===== config.mk =====
export PLATFORM = sky130hd
export DESIGN_NAME = dot_product_accumulator
export DESIGN_NICKNAME = d
export VERILOG_FILES = /design/src/rtl/dot_product_accumulator.sv
export SDC_FILE = /design/constraint.sdc
export NUM_CORES = 1
export LEC_CHECK = 0
export CORE_UTILIZATION = 39
export CTS_BUF_LIST = sky130_fd_sc_hd__clkbuf_4
export DETAILED_ROUTE_END_ITERATION = 6
export HOLD_SLACK_MARGIN = 0.05
export MAX_ROUTING_LAYER = met4
export PLACE_DENSITY = 0.64
export SYNTH_ARGS = -nofsm -noshare
export SYNTH_HDL_FRONTEND = slang
export SYNTH_SLANG_ARGS = --single-unit

===== constraint.sdc =====
create_clock -name clk -period 5.1 [get_ports clk]
set_clock_uncertainty 0.05 [all_clocks]
set_input_delay 0.51 -clock clk [delete_from_list [all_inputs] [get_ports clk]]
set_output_delay 0.51 -clock clk [all_outputs]
set_load 0.02 [all_outputs]

===== src/rtl/dot_product_accumulator.sv =====
// Streaming unsigned dot-product engine: accumulates sum(a*b) over LEN pairs
// and hands back the wrapped sum plus a sticky carry-out flag.
module dot_product_accumulator #(
   parameter int INPUT_WIDTH = 16,
   parameter int LEN_WIDTH   = 8
) (
   input  logic                       clk,
   input  logic                       rst_n,
   input  logic                       i_start,
   input  logic [LEN_WIDTH-1:0]       i_len,
   input  logic                       i_in_valid,
   output logic                       o_in_ready,
   input  logic [INPUT_WIDTH-1:0]     i_in_a,
   input  logic [INPUT_WIDTH-1:0]     i_in_b,
   output logic                       o_out_valid,
   input  logic                       i_out_ready,
   output logic [2*INPUT_WIDTH-1:0]   o_out_result,
   output logic                       o_out_overflow,
   output logic                       o_busy
);
   localparam int OUTPUT_WIDTH = 2*INPUT_WIDTH;

   typedef enum logic [1:0] {S_IDLE, S_ACCUM, S_DONE} state_t;

   state_t                  r_state;
   logic [OUTPUT_WIDTH-1:0] r_acc;
   logic                    r_ovf;
   logic [LEN_WIDTH-1:0]    r_count;
   logic                    r_in_ready;
   logic                    r_out_valid;
   logic                    r_busy;

   logic [OUTPUT_WIDTH-1:0] w_prod;
   logic [OUTPUT_WIDTH:0]   w_sum;
   logic                    w_accept;

   // Full-width product; the extra sum bit is the carry out of the accumulator.
   assign w_prod   = OUTPUT_WIDTH'(i_in_a) * OUTPUT_WIDTH'(i_in_b);
   assign w_sum    = {1'b0, r_acc} + {1'b0, w_prod};
   assign w_accept = i_in_valid & r_in_ready;

   always_ff @(posedge clk or negedge rst_n) begin
      if (!rst_n) begin
         r_state     <= S_IDLE;
         r_acc       <= '0;
         r_ovf       <= 1'b0;
         r_count     <= '0;
         r_in_ready  <= 1'b0;
         r_out_valid <= 1'b0;
         r_busy      <= 1'b0;
      end else begin
         case (r_state)
            S_IDLE: begin
               if (i_start) begin
                  r_acc  <= '0;
                  r_ovf  <= 1'b0;
                  r_busy <= 1'b1;
                  if (i_len != '0) begin
                     r_count    <= i_len;
                     r_in_ready <= 1'b1;
                     r_state    <= S_ACCUM;
                  end else begin
                     r_out_valid <= 1'b1;
                     r_state     <= S_DONE;
                  end
               end
            end
            S_ACCUM: begin
               if (w_accept) begin
                  r_acc   <= w_sum[OUTPUT_WIDTH-1:0];
                  r_ovf   <= r_ovf | w_sum[OUTPUT_WIDTH];
                  r_count <= r_count - 1'b1;
                  if (r_count == LEN_WIDTH'(1)) begin
                     r_in_ready  <= 1'b0;
                     r_out_valid <= 1'b1;
                     r_state     <= S_DONE;
                  end
               end
            end
            S_DONE: begin
               // acc/ovf stay put after the handshake until the next start clears them.
               if (i_out_ready) begin
                  r_out_valid <= 1'b0;
                  r_busy      <= 1'b0;
                  r_state     <= S_IDLE;
               end
            end
            default: begin
               r_in_ready  <= 1'b0;
               r_out_valid <= 1'b0;
               r_busy      <= 1'b0;
               r_state     <= S_IDLE;
            end
         endcase
      end
   end

   assign o_in_ready     = r_in_ready;
   assign o_out_valid    = r_out_valid;
   assign o_out_result   = r_acc;
   assign o_out_overflow = r_ovf;
   assign o_busy         = r_busy;
endmodule


Word-level counts from Yosys, hierarchy flattened
Index checks and enable logic that the tools add are counted.
Widths: inputs -> output; s select.
{"block": "classes", "n_mux": 29, "addsub": 2, "n_bitwise": 4, "eq_ne": 9, "n_mul": 1, "n_reduce_logical": 9}
{"cell": "$mux 32", "count": 2}
{"cell": "$pmux 32 s2", "count": 1}
{"cell": "$add 32x32->33", "count": 1}
{"cell": "$mul 16x16->32", "count": 1}
{"cell": "$mux 8", "count": 3}
{"cell": "$pmux 8 s2", "count": 1}
{"cell": "$mux 1", "count": 12}
{"cell": "$ne 2x2->1 const B", "count": 6}
{"cell": "$mux 2", "count": 5}
{"cell": "$reduce_and 5->1", "count": 2}
{"cell": "$pmux 1 s3", "count": 3}
{"cell": "$eq 8x1->1 const B", "count": 1}
{"cell": "$reduce_and 4->1", "count": 2}
{"cell": "$reduce_bool 8->1", "count": 1}
{"cell": "$sub 8x1->8 const B", "count": 1}
{"cell": "$pmux 2 s3", "count": 1}
{"cell": "$reduce_and 3->1", "count": 2}
{"cell": "$eq 2x1->1 const B", "count": 1}
{"cell": "$eq 2x2->1 const B", "count": 1}
{"cell": "$logic_not 2->1", "count": 1}
{"cell": "$not 1->1", "count": 2}
{"cell": "$pmux 1 s2", "count": 1}
{"cell": "$reduce_bool 2->1", "count": 1}
{"cell": "$and 1x1->1", "count": 1}
{"cell": "$or 1x1->1", "count": 1}
{"block": "word_totals", "output_inout_bits": 36, "in_bits": 45, "word_cells": 61, "register_bits": 46}

Depth between registers and ports, before layout
{"block": "logic_depth", "ltp_word": 5, "depth_mapped": 23, "ltp_nobuf": 21}

Worst setup path before layout
Ideal clock, no wire load.
{"block": "synth_path", "kind": "input port to flip-flop", "start": "input port i_in_b[7]", "end": "register r_acc[24] (netlist: o_out_result[24])", "setup_time_ps": 128, "t_arrival_ps": 5652, "stages": 21, "required_ps": 4922, "setup_slack_ps": -729, "n_path_buf": 1, "cell_sequence": "clkbuf_1 > nand2_1 > fa_1 > inv_1 > fa_1 > inv_1 > fa_1 > inv_1 > fa_1 > fa_1 > inv_1 > fa_1 > inv_1 > ha_1 > a21oi_4 > nand2_1 > a211oi_1 > a31oi_1 > a211oi_1 > xor2_1 > o21ai_0"}
{"block": "synth_between", "elab_chain_cells": 4}
{"element": "start: declaration", "line_no": "14", "source": "input logic [INPUT_WIDTH-1:0] i_in_b,"}
{"element": "$mul 16x16->32", "line_no": "38", "source": "assign w_prod = OUTPUT_WIDTH'(i_in_a) * OUTPUT_WIDTH'(i_in_b);"}
{"element": "$add 32x32->33", "line_no": "39", "source": "assign w_sum = {1'b0, r_acc} + {1'b0, w_prod};"}
{"element": "$mux 32", "line_no": "69", "source": "if (w_accept) begin"}
{"element": "$pmux 32 s2", "line_no": "52", "source": "case (r_state)"}
{"element": "end signal: assignment", "line_no": "70", "source": "r_acc <= w_sum[OUTPUT_WIDTH-1:0];"}
{"element": "end: declaration", "line_no": "26", "source": "logic [OUTPUT_WIDTH-1:0] r_acc;"}
No other way between the ends. The select of a mux whose other input is x is not followed.
A chain may end at the register's enable or synchronous reset.

Worst setup path after layout
{"block": "layout_path", "start": "input port i_in_b[4]", "end": "register r_acc[30] (netlist: o_out_result[30])"}
Same word-level chain as after synthesis.

==> results.json <==
{
  "antenna_left": 0,
  "avgSynthCellArea_sq_um": 8.64,
  "cp_cell_sequence": "buf_8, buf_8, and2_4, fa_1, inv_2, fa_2, fa_1, fa_1, inv_1, fa_1, inv_2, fa_1, inv_2, ha_4, nand3_2, o22ai_4, nand3_2, a31oi_4, nor3_1, or4_1, nand3_1",
  "crit_arrival_ns": 5.86,
  "synthCells": 1351,
  "finalHoldViolCount": 0,
  "drive_gt1_share_pct": 31.0,
  "overflow": 0,
  "finalWorstSetupSlack_ns": -0.456,
  "numCtsBuffers": 5,
  "clk_pin_slew_ns": 0.17,
  "rsz0062_at_grt": "true",
  "vias_per_cell": 4.82,
  "finalNetCount": 2032,
  "crit_path_end_kind": "flip-flop",
  "r2r_slack_ns": 0.44,
  "antenna_found_initial": 1,
  "ys_seq_area_share_pct": 9.86,
  "finalCriticalPeriod_ns": 5.56,
  "max_freq_ghz": 0.180,
  "required_ns": 5.40,
  "crit_family": "adder cells",
  "synth.top_cell.area_share_pct": 38.8,
  "reg2reg_depth": 16,
  "grt_first_pass_wirelength_mm": 55.5,
  "die_area_sq_um": 30600,
  "area_delta_synth_final_pct": 37.9,
  "wl_per_cell_microns": 16.4,
  "wirelength_mm": 33.4,
  "critPathLaunchType": "input port",
  "synth_top_cells_by_count": "351 x inv_1, 226 x fa_1, 197 x nand2_1",
  "cts.sinks": 46,
  "syn_area_sq_um": 11700,
  "vias": 9833,
  "final_cells": 2041,
  "ys_warn_count": 0,
  "grt_pass1_vias": 10600,
  "max-cap-violations": 0,
  "path_class": "input port to flip-flop",
  "netlist_top_cells_area": "fa_1 39%, ha_1 11%, inv_1 11%, dfrtp_1 9.9%, nand2_1 6.3%",
  "grt_max_degree": 47,
  "slew_headroom_pct": 52.0,
  "htreeDepth": 2,
  "fin_crit_sh_pct": 109,
  "maxSlewViolCount": 0,
  "synth-main-ff-cell": "dfrtp_1",
  "synth_top_area_cell": "fa_1",
  "drtIter0Drc": 485,
  "hp-class": "input port to asynchronous set/reset pin",
  "async_flop_share_pct": 100,
  "io_pins": 81,
  "worstPathMaxFanout": 6,
  "coreArea_sq_um": 29100,
  "clockBufferDepth": 2,
  "synth_fp_nets": 1728,
  "fin_setup_tns_ns": -6.45,
  "chipHeight_microns": 175,
  "cts_root_buffer": "clkbuf_4",
  "max_stage_delay_ns": 0.55,
  "violations": "setup timing",
  "port-buffer-count": 80,
  "cp_common_cell": "fa_1",
  "die_x_microns": 175,
  "tightestPinTransition_ns": 0.721,
  "synth.distinct_cells": 64,
  "cp_num_buf_inv": 6,
  "synth_edf_count": 0,
  "r2r-end": "o_out_result[30]",
  "start_util_pct": 40.1,
  "synth.most_common_cell": "inv_1",
  "outcome": "finished with violations",
  "clk_latency_ns": 0.41,
  "drc": 0,
  "dpl.cell_count": 1945,
  "gp_congestion": 0.881,
  "cpMaxStageDelayCell": "fa_1",
  "tritoncts": "done",
  "ys_ff_latch": 46,
  "r2r-start": "o_out_result[10]",
  "first_pass_iters": 7,
  "setup_viol": 22,
  "grt_usage_pct": 23.6,
  "dp_hpwl_mm": 25.2,
  "rows": 62
}
[worst register-to-register path, delay by kind of cell, from the launching register on]
kind / cells / cell delay (ns)
and+or+nand+nor: 5 / 0.89
buffers and inverters: 4 / 0.26
DFF: 1 / 0.44
adders and majority gates: 5 / 2.48
AOI/OAI and AO/OA: 2 / 0.47
[logic make-up after synthesis]
family,count (synthesis),synth area share (%)
simple gates,391,16.1
fa+ha+maj,332,50.1
flops,46,9.86
buf+inv,403,13.3
compound gates,152,8.48
xor+xnor,24,1.80
mux,3,0.268
[cell type report]
class | count | area (sq um)
Clock buffer | 5 | 37.5
Sequential cell | 46 | 1150
Multi-Input combinational cell | 902 | 9870
Timing Repair Buffer | 349 | 3220
Antenna cell | 1 | 2.50
Tap cell | 384 | 480
Fill cell | 2566 | 13000
Clock inverter | 3 | 28.8
Inverter | 351 | 1320
[cells in the final DEF (no fill, tap or decap), types with 4 or more instances in the layout]
master | synthesis | layout
nand2_4 | 0 | 6
a21oi_2 | 0 | 10
and2_1 | 114 | 80
ha_4 | 0 | 20
and2_4 | 0 | 35
nor3_1 | 8 | 6
nor2_1 | 28 | 25
nand2_2 | 0 | 16
buf_8 | 0 | 9
xnor2_1 | 8 | 6
o31ai_1 | 5 | 5
nand2b_1 | 5 | 5
a21oi_1 | 39 | 23
dfrtp_1 | 46 | 46
buf_6 | 2 | 64
fa_1 | 226 | 204
ha_1 | 106 | 84
o21ai_2 | 2 | 4
inv_1 | 351 | 313
nand2_1 | 197 | 175
xor2_1 | 16 | 15
a21oi_4 | 1 | 7
o21ai_0 | 45 | 27
buf_4 | 2 | 192
buf_2 | 1 | 15
a21o_1 | 12 | 12
nand3_1 | 12 | 9
clkdlybuf4s50_1 | 0 | 48
a31oi_1 | 7 | 4
fa_2 | 0 | 22
o21ai_1 | 3 | 16
inv_2 | 0 | 37
buf_12 | 0 | 13
clkbuf_4 | 0 | 7
[registers in the layout, indices dropped and copies added, names as in the netlist]
register,flops
r_state,2
o_in_ready,1
o_out_overflow,1
r_count,8
o_out_result,32
o_busy,1
o_out_valid,1
[how the worst max path moves through the flow]
stage / start / to / slack [ns] / cells after the start
finish: i_in_b[4] / o_out_result[30] / -0.46 / 21
global route: i_in_b[11] / o_out_result[31] / -0.62 / 21
CTS: i_in_a[13] / o_out_result[29] / -0.42 / 23
detailed placement: i_in_b[7] / o_out_result[29] / -1.27 / 21
global placement: i_in_b[7] / o_out_result[24] / -1.28 / 20
floorplan: i_in_b[4] / o_out_result[30] / -0.43 / 21
[metal layers]
| metal | global-route usage (%) | up-vias | part of all wire [%] |
|---|---|---|---|
| met2 | 38.5 | 248 | 49 |
| met1 | 31.7 | 4883 | 45 |
| met3 | 1.63 | 45 | 3.8 |
| met4 | 6.81 | 0 | 2.1 |
| met5 | - | - | 0 |
| li1 | - | 4657 | - |
[metrics by stage]
step	setup slack [ns]	hold slack [ns]	util, %	instance area (sq um)
floorplan	-0.429	0.164	-	12100
global placement	-1.28	0.441	49.6	14400
detailed placement	-1.27	0.449	49.6	14400
CTS	-0.419	0.157	54.5	15800
global route	-0.616	0.187	55.4	16100
finish	-0.456	0.140	55.4	16100
[repair_timing]
action | in CTS | in global routing
endpoints found under the hold margin | 0 | 0
cloned | 10 | 0
buffers inserted | 71 | 13
hold buffers | 0 | 0
pin swaps | 105 | 51
gates resized for setup | 320 | 87
endpoints found under the setup margin | 25 | 22
Power is left out: the tool's default activity adds up to more than one toggle a clock period on the data nets, which glitch-free logic cannot reach.
